File: src/rtl/axi4_lite_master.sv
// AXI4-Lite master with one transaction outstanding: a command in, one AXI transaction, one rsp_valid pulse back.
// Optional per-phase watchdog is compiled in with `define AXI_MASTER_TIMEOUT_EN.
module axi4_lite_master #(
  parameter int ADDR_BITS      = 8,
  parameter int TIMEOUT_CYCLES = 255
) (
  input  logic                 clk,
  input  logic                 rst,
  // command side
  input  logic                 cmd_valid,
  output logic                 cmd_ready,
  input  logic                 cmd_write,
  input  logic [ADDR_BITS-1:0] cmd_addr,
  input  logic [31:0]          cmd_wdata,
  input  logic [3:0]           cmd_wstrb,
  output logic                 rsp_valid,
  output logic [31:0]          rsp_rdata,
  output logic [1:0]           rsp_resp,
  // write address / data / response
  output logic [ADDR_BITS-1:0] m_axi_awaddr,
  output logic                 m_axi_awvalid,
  input  logic                 m_axi_awready,
  output logic [31:0]          m_axi_wdata,
  output logic [3:0]           m_axi_wstrb,
  output logic                 m_axi_wvalid,
  input  logic                 m_axi_wready,
  input  logic [1:0]           m_axi_bresp,
  input  logic                 m_axi_bvalid,
  output logic                 m_axi_bready,
  // read address / data
  output logic [ADDR_BITS-1:0] m_axi_araddr,
  output logic                 m_axi_arvalid,
  input  logic                 m_axi_arready,
  input  logic [31:0]          m_axi_rdata,
  input  logic [1:0]           m_axi_rresp,
  input  logic                 m_axi_rvalid,
  output logic                 m_axi_rready
);

  typedef enum logic [2:0] {IDLE, WR_REQ, WR_RESP, RD_REQ, RD_DATA} state_t;

  state_t               r_state,     w_state;
  logic [ADDR_BITS-1:0] r_addr,      w_addr;
  logic [31:0]          r_wdata,     w_wdata;
  logic [3:0]           r_wstrb,     w_wstrb;
  logic                 r_awvalid,   w_awvalid;
  logic                 r_wvalid,    w_wvalid;
  logic                 r_arvalid,   w_arvalid;
  logic                 r_rsp_valid, w_rsp_valid;
  logic [31:0]          r_rsp_rdata, w_rsp_rdata;
  logic [1:0]           r_rsp_resp,  w_rsp_resp;

`ifdef AXI_MASTER_TIMEOUT_EN
  // Counter only needs to reach TIMEOUT_CYCLES-1; the state is left on that cycle.
  localparam int TMO_W = (TIMEOUT_CYCLES > 1) ? $clog2(TIMEOUT_CYCLES) : 1;
  localparam logic [TMO_W-1:0] TMO_LAST = TMO_W'(TIMEOUT_CYCLES - 1);

  logic [TMO_W-1:0] r_tmo_cnt;
  logic             w_tmo_hit;

  assign w_tmo_hit = (r_state != IDLE) && (r_tmo_cnt == TMO_LAST);

  always_ff @(posedge clk or posedge rst) begin
    if (rst)                    r_tmo_cnt <= '0;
    else if (w_state != r_state) r_tmo_cnt <= '0;
    else if (r_state != IDLE)   r_tmo_cnt <= r_tmo_cnt + 1'b1;
  end
`else
  // TIMEOUT_CYCLES has no effect when the watchdog is compiled out.
  logic w_unused_tmo;
  assign w_unused_tmo = ^TIMEOUT_CYCLES;
`endif

  always_ff @(posedge clk or posedge rst) begin
    if (rst) begin
      r_state     <= IDLE;
      r_addr      <= '0;
      r_wdata     <= '0;
      r_wstrb     <= '0;
      r_awvalid   <= 1'b0;
      r_wvalid    <= 1'b0;
      r_arvalid   <= 1'b0;
      r_rsp_valid <= 1'b0;
      r_rsp_rdata <= '0;
      r_rsp_resp  <= '0;
    end else begin
      r_state     <= w_state;
      r_addr      <= w_addr;
      r_wdata     <= w_wdata;
      r_wstrb     <= w_wstrb;
      r_awvalid   <= w_awvalid;
      r_wvalid    <= w_wvalid;
      r_arvalid   <= w_arvalid;
      r_rsp_valid <= w_rsp_valid;
      r_rsp_rdata <= w_rsp_rdata;
      r_rsp_resp  <= w_rsp_resp;
    end
  end

  always_comb begin
    w_state     = r_state;
    w_addr      = r_addr;
    w_wdata     = r_wdata;
    w_wstrb     = r_wstrb;
    w_awvalid   = r_awvalid;
    w_wvalid    = r_wvalid;
    w_arvalid   = r_arvalid;
    w_rsp_valid = 1'b0;
    w_rsp_rdata = r_rsp_rdata;
    w_rsp_resp  = r_rsp_resp;

    case (r_state)
      IDLE: begin
        if (cmd_valid) begin
          w_addr  = cmd_addr;
          w_wdata = cmd_wdata;
          w_wstrb = cmd_wstrb;
          if (cmd_write) begin
            w_state   = WR_REQ;
            w_awvalid = 1'b1;
            w_wvalid  = 1'b1;
          end else begin
            w_state   = RD_REQ;
            w_arvalid = 1'b1;
          end
        end
      end
      WR_REQ: begin
        // AW and W retire independently; leave once neither is pending.
        if (m_axi_awready) w_awvalid = 1'b0;
        if (m_axi_wready)  w_wvalid  = 1'b0;
        if (!w_awvalid && !w_wvalid) w_state = WR_RESP;
      end
      WR_RESP: begin
        if (m_axi_bvalid) begin
          w_state     = IDLE;
          w_rsp_valid = 1'b1;
          w_rsp_resp  = m_axi_bresp;
          w_rsp_rdata = '0;
        end
      end
      RD_REQ: begin
        if (m_axi_arready) begin
          w_arvalid = 1'b0;
          w_state   = RD_DATA;
        end
      end
      RD_DATA: begin
        if (m_axi_rvalid) begin
          w_state     = IDLE;
          w_rsp_valid = 1'b1;
          w_rsp_resp  = m_axi_rresp;
          w_rsp_rdata = m_axi_rdata;
        end
      end
      default: w_state = IDLE;
    endcase

`ifdef AXI_MASTER_TIMEOUT_EN
    // A phase that completes on its last allowed cycle wins over the timeout.
    if (w_tmo_hit && (w_state == r_state)) begin
      w_state     = IDLE;
      w_awvalid   = 1'b0;
      w_wvalid    = 1'b0;
      w_arvalid   = 1'b0;
      w_rsp_valid = 1'b1;
      w_rsp_resp  = 2'b11;
      w_rsp_rdata = '0;
    end
`endif
  end

  assign cmd_ready     = (r_state == IDLE);
  assign m_axi_bready  = (r_state == WR_RESP);
  assign m_axi_rready  = (r_state == RD_DATA);
  assign m_axi_awaddr  = r_addr;
  assign m_axi_araddr  = r_addr;
  assign m_axi_wdata   = r_wdata;
  assign m_axi_wstrb   = r_wstrb;
  assign m_axi_awvalid = r_awvalid;
  assign m_axi_wvalid  = r_wvalid;
  assign m_axi_arvalid = r_arvalid;
  assign rsp_valid     = r_rsp_valid;
  assign rsp_rdata     = r_rsp_rdata;
  assign rsp_resp      = r_rsp_resp;

endmodule
File: config.mk
export PLATFORM = sky130hd
export DESIGN_NAME = axi4_lite_master
export DESIGN_NICKNAME = d
export VERILOG_FILES = /design/src/rtl/axi4_lite_master.sv
export SDC_FILE = /design/constraint.sdc
export NUM_CORES = 1
export LEC_CHECK = 0
export ABC_AREA = 1
export ABC_CLOCK_PERIOD_IN_PS = 2490
export CAP_MARGIN = 20
export CORE_ASPECT_RATIO = 0.75
export CORE_MARGIN = 2
export CORE_UTILIZATION = 37
export CTS_CLUSTER_SIZE = 8
export DETAILED_ROUTE_END_ITERATION = 16
export PLACE_DENSITY = 0.77
export SLEW_MARGIN = 20
export SYNTH_ARGS = -nofsm -noshare
export SYNTH_HDL_FRONTEND = slang
export SYNTH_SLANG_ARGS = --single-unit
File: constraint.sdc
create_clock -name clk -period 2.49 [get_ports clk]
set_clock_uncertainty 0.15 [all_clocks]
set_input_delay 0.249 -clock clk [delete_from_list [all_inputs] [get_ports clk]]
set_output_delay 0.249 -clock clk [all_outputs]
set_load 0.03 [all_outputs]
# Word-level counts from Yosys, hierarchy flattened
# Cells that the tools add are included.
# word_totals
ff_bits	85
inputBits	89
out_inout_bits	93
elab_cells	61
# op_classes
eq_ne	11
muxes	28
n_reduce_logical	12
# ops
operator	count
$mux W32	2
$pmux W32 S2	1
$mux W3	5
$pmux W3 S5	1
$ne A2 B2 Y1 const B	6
$mux W1	11
$pmux W1 S2	4
$eq A3 B2 Y1 const B	2
$mux W2	3
$reduce_and A3 Y1	2
$reduce_bool A2 Y1	3
$reduce_and A5 Y1	1
$pmux W2 S2	1
$reduce_and A4 Y1	1
$eq A3 B1 Y1 const B	1
$eq A3 B3 Y1 const B	1
$logic_not A3 Y1	1
$logic_not A1 Y1	2
$ne A2 B1 Y1 const B	1
$reduce_and A2 Y1	1
$logic_and A1 B1 Y1	1

# Longest topological paths before layout
# depth
word_depth	6
mapped_depth	8
depth_no_buf	8

# Least setup slack after synthesis
# No wires, ideal clock.
# synth_path
path_kind	register to register
from	register r_state[0]
to	register r_rsp_resp[0] (netlist: rsp_resp[0])
setup_ns	0.124
t_arrival_ns	1.392
required_ns	2.216
setup_slack_ns	0.824
stages_incl_launch_ff	6
n_path_buf	1
period_less_slack_ns	1.666
cell_sequence	dfrtp_1 nor3_4 nand2_2 buf_2 nand3_1 nand2_1
# synth_between
elab_chain_cells	3
elab_cells_between_ends	7
classes_between	eq/ne: 4; mux: 1; reduce/logical: 2
# synth_rtl
element	line_no	rtl
start: declaration	42	state_t r_state, w_state;
start signal: assignment	87	r_state <= w_state;
$eq A3 B2 Y1 *	-	
net m_axi_bready	29	output logic m_axi_bready,
$ne A2 B2 Y1 (no source line) / $reduce_bool A2 Y1 (equally long branches)	-	
$reduce_and A3 Y1 (no source line)	-	
end signal: assignment	96	r_rsp_resp <= w_rsp_resp;
end: declaration	51	logic [1:0] r_rsp_resp, w_rsp_resp;
# Mark *: on every way through the listed nets, which the timed path passes. The rest lies on a longest branch.
# A chain may end at the register's enable or synchronous reset.

# Final worst setup path
# layout_path
from	register r_state[2]
to	output port cmd_ready
# layout_between
elab_chain_cells	1
# layout_rtl
element	line_no	rtl
$logic_not A3 Y1	173	assign cmd_ready = (r_state == IDLE);
end: declaration	11	output logic cmd_ready,
# No other way between the ends.

==> flow_metrics.tcl <==
set metrics [dict create \
    cts_sinks 85 \
    cap_viol_max_count 0 \
    cts.reportedPaths.clkPinSlew_ns 0.06 \
    floorplan.die_area_um2 11100 \
    post_synth_num_cell_types 24 \
    worst-r2r-cell-count 7 \
    synthesis.area_per_instance_um2 9.33 \
    drc 0 \
    routabilityCongestion 0.799 \
    cts_buffer_depth 2 \
    residual_antenna_violating_net_count_after_detailed_routing 0 \
    cts_post_setup_buffers_inserted 0 \
    drt_pre_antenna_iters 4 \
    hpwlAfterDp_um 7670 \
    grt_start_max_net_pins 47 \
    ctsRootBufferMaster "clkbuf_16" \
    timing.reg2reg.setup_slack_ns 0.57 \
    static-leakage-power_uw 0.00280 \
    route.final.wire_length_um 10900 \
    finalNetCount 660 \
    grt_pass1_wl_um 17400 \
    critical_path.reg2reg.startpoint "r_state[2]" \
    first_global_vias 3510 \
    initial_antenna_violation_count 0 \
    syn-cell-area_um2 3800 \
    finalWorstSetupSlack_ns 0.211 \
    die_w_um 121 \
    detailedRoute.firstIterationViolations 206 \
    layout-area-overhead-vs-synth_pct 55.8 \
    rsz_0062_raised_after_global_routing "no" \
    cell_row_count 31 \
    number_of_synthesized_register_bits 85 \
    post_cts_hold_buffer_count 0 \
    cts_max_level 3 \
    result_of_the_run "completed" \
    placedInstanceArea_um2 5590 \
    total_power_consumption_of_the_routed_design_uw 7020 \
    synth_largest_area_cell "dfrtp_1" \
    layout.cells.most_common_list "clkdlybuf4s50_1 (179), nand2_1 (132), nand3_1 (95)" \
    max_freq_mhz 439 \
    worstMarginPinSlew_ns 0.822 \
    period_needed_ns 2.28 \
    final_max_slew_viol_count 0 \
    critical_path.max_fanout 46 \
    start_util_pct 38.7 \
    min_path_type "in -> async" \
    cts_tree "done" \
    timing.final.setup_violations 0 \
    largest_cells_by_area_after_synthesis "dfrtp_1 (56%), nand2_1 (13%), nand3_1 (13%)" \
    final-hold-violation-count 0 \
    ir_worst_vdd_v 0.000715 \
    avgViaCountPerCell 4.88 \
    clkLatencyLatePin_ns 0.33 \
    synthesis.instances 407 \
    grt_remaining_overflow 0 \
    die_h_um 91.7 \
    n_antenna_cell 0 \
    pin_count 182 \
    number_of_buffers_created_by_cts 9 \
    timing.setup.critical_path_class "reg -> out" \
    core_region_area_um2 9810 \
    synth.top_cell.area_share_pct 56.0 \
    worst_setup_slack_post_dpl_ns 0.544 \
    total_power_per_unit_cell_area_nw_per_um2 1190 \
    tns_ns 0 \
    avgRoutedWirePerCell_um 15.3 \
    ys_seq_area_share_pct 56.0 \
    worstSetupEndpointType "output pin" \
    critical_path_arrival_ns 1.88 \
    synthesis.nets 496 \
    final_critical_path_share_of_the_clock_period_pct 91.5 \
    place.port_buffers 181 \
    timing.slew.headroom_pct 45.0 \
    type_of_element_launching_the_critical_path "flip-flop" \
    layout.cells.most_common "clkdlybuf4s50_1" \
    synth.yosys.warnings 0 \
    track_usage_pct 19.9 \
    num_vias 3452 \
    finalInstanceArea_um2 5910 \
    crit_required_ns 2.09 \
    drive_above_1_share_pct 9.90 \
    regToRegEndpoint "m_axi_awvalid" \
    post_cts_resize_count 0 \
]
-- final cells by class --
cell class	count	area, um2
clock buffer	10	239
clock inverter	6	86.3
fill	837	3900
inverter	12	51.3
multi-input combinational	276	1370
sequential	85	2130
tap	132	165
timing repair buffer	187	1870
-- per-stage QoR --
step	utilization, %	cells	hold WS (ns)
CTS	60.3	708	0.227
floorplan	-	407	0.223
global placement	56.9	692	0.304
global route	60.3	708	0.244
detailed placement	56.9	692	0.308
finish	60.3	708	0.210
-- per-layer routing --
layer	up-vias	global-route usage, %	part of all wire (%)	routed length (um)
met5	-	0	0	0
met4	0	4.94	0.84	91
met3	8	8.96	12	1270
met2	167	31.7	46	5020
met1	1637	24.6	41	4490
li1	1640	-	-	-
-- logic make-up after synthesis --
kind of cell,Yosys count,share of synthesized area (%)
simple gates,269,34.8
flops,85,56.0
compound gates,7,1.12
buf+inv,46,8.01
-- how the worst max path moves through the flow --
stage	from	endpoint	slack, ns
after CTS	r_state[0]	m_axi_rready	0.21
after floorplan	r_state[0]	rsp_resp[0]	0.82
final	r_state[2]	cmd_ready	0.21
after global placement	r_state[0]	m_axi_rready	0.59
after detailed placement	r_state[2]	m_axi_wdata[17]	0.54
after global routing	r_state[2]	cmd_ready	0.11
-- Yosys cell counts --
cell,count
o21ai_0,2
nand2_2,3
dfrtp_1,85
inv_1,10
nand2_1,132
o21a_1,1
and2_1,1
o211ai_1,2
inv_2,1
buf_2,11
nor2_2,3
or2_2,2
buf_4,10
a21oi_1,2
nor2_1,9
nand2_8,2
nand3_1,95
nor3_4,1
nand3b_1,2
nand3_2,19
buf_6,6
clkbuf_1,5
inv_4,1
buf_12,2
-- state kept, by name (all words and copies together), names as in the netlist --
signal         count
rsp_rdata         32
m_axi_arvalid      1
m_axi_wdata       32
rsp_resp           2
m_axi_awvalid      1
m_axi_wvalid       1
r_state            3
rsp_valid          1
m_axi_wstrb        4
m_axi_araddr       8
-- worst max-delay path: stages, from the launching register on --
cell and delay [ns]:
dfrtp_1 0.47, nor2_2 0.21, inv_2 0.08, nor2_4 0.10, buf_4 0.42, buf_4 0.25
-- power by group --
group,total [uW],switching (uW),internal (uW)
registers,2150,313,1840
clock network,1440,534,904
logic,3430,2120,1310
total,7020,2970,4060
Power figures use the tool's default switching activity.
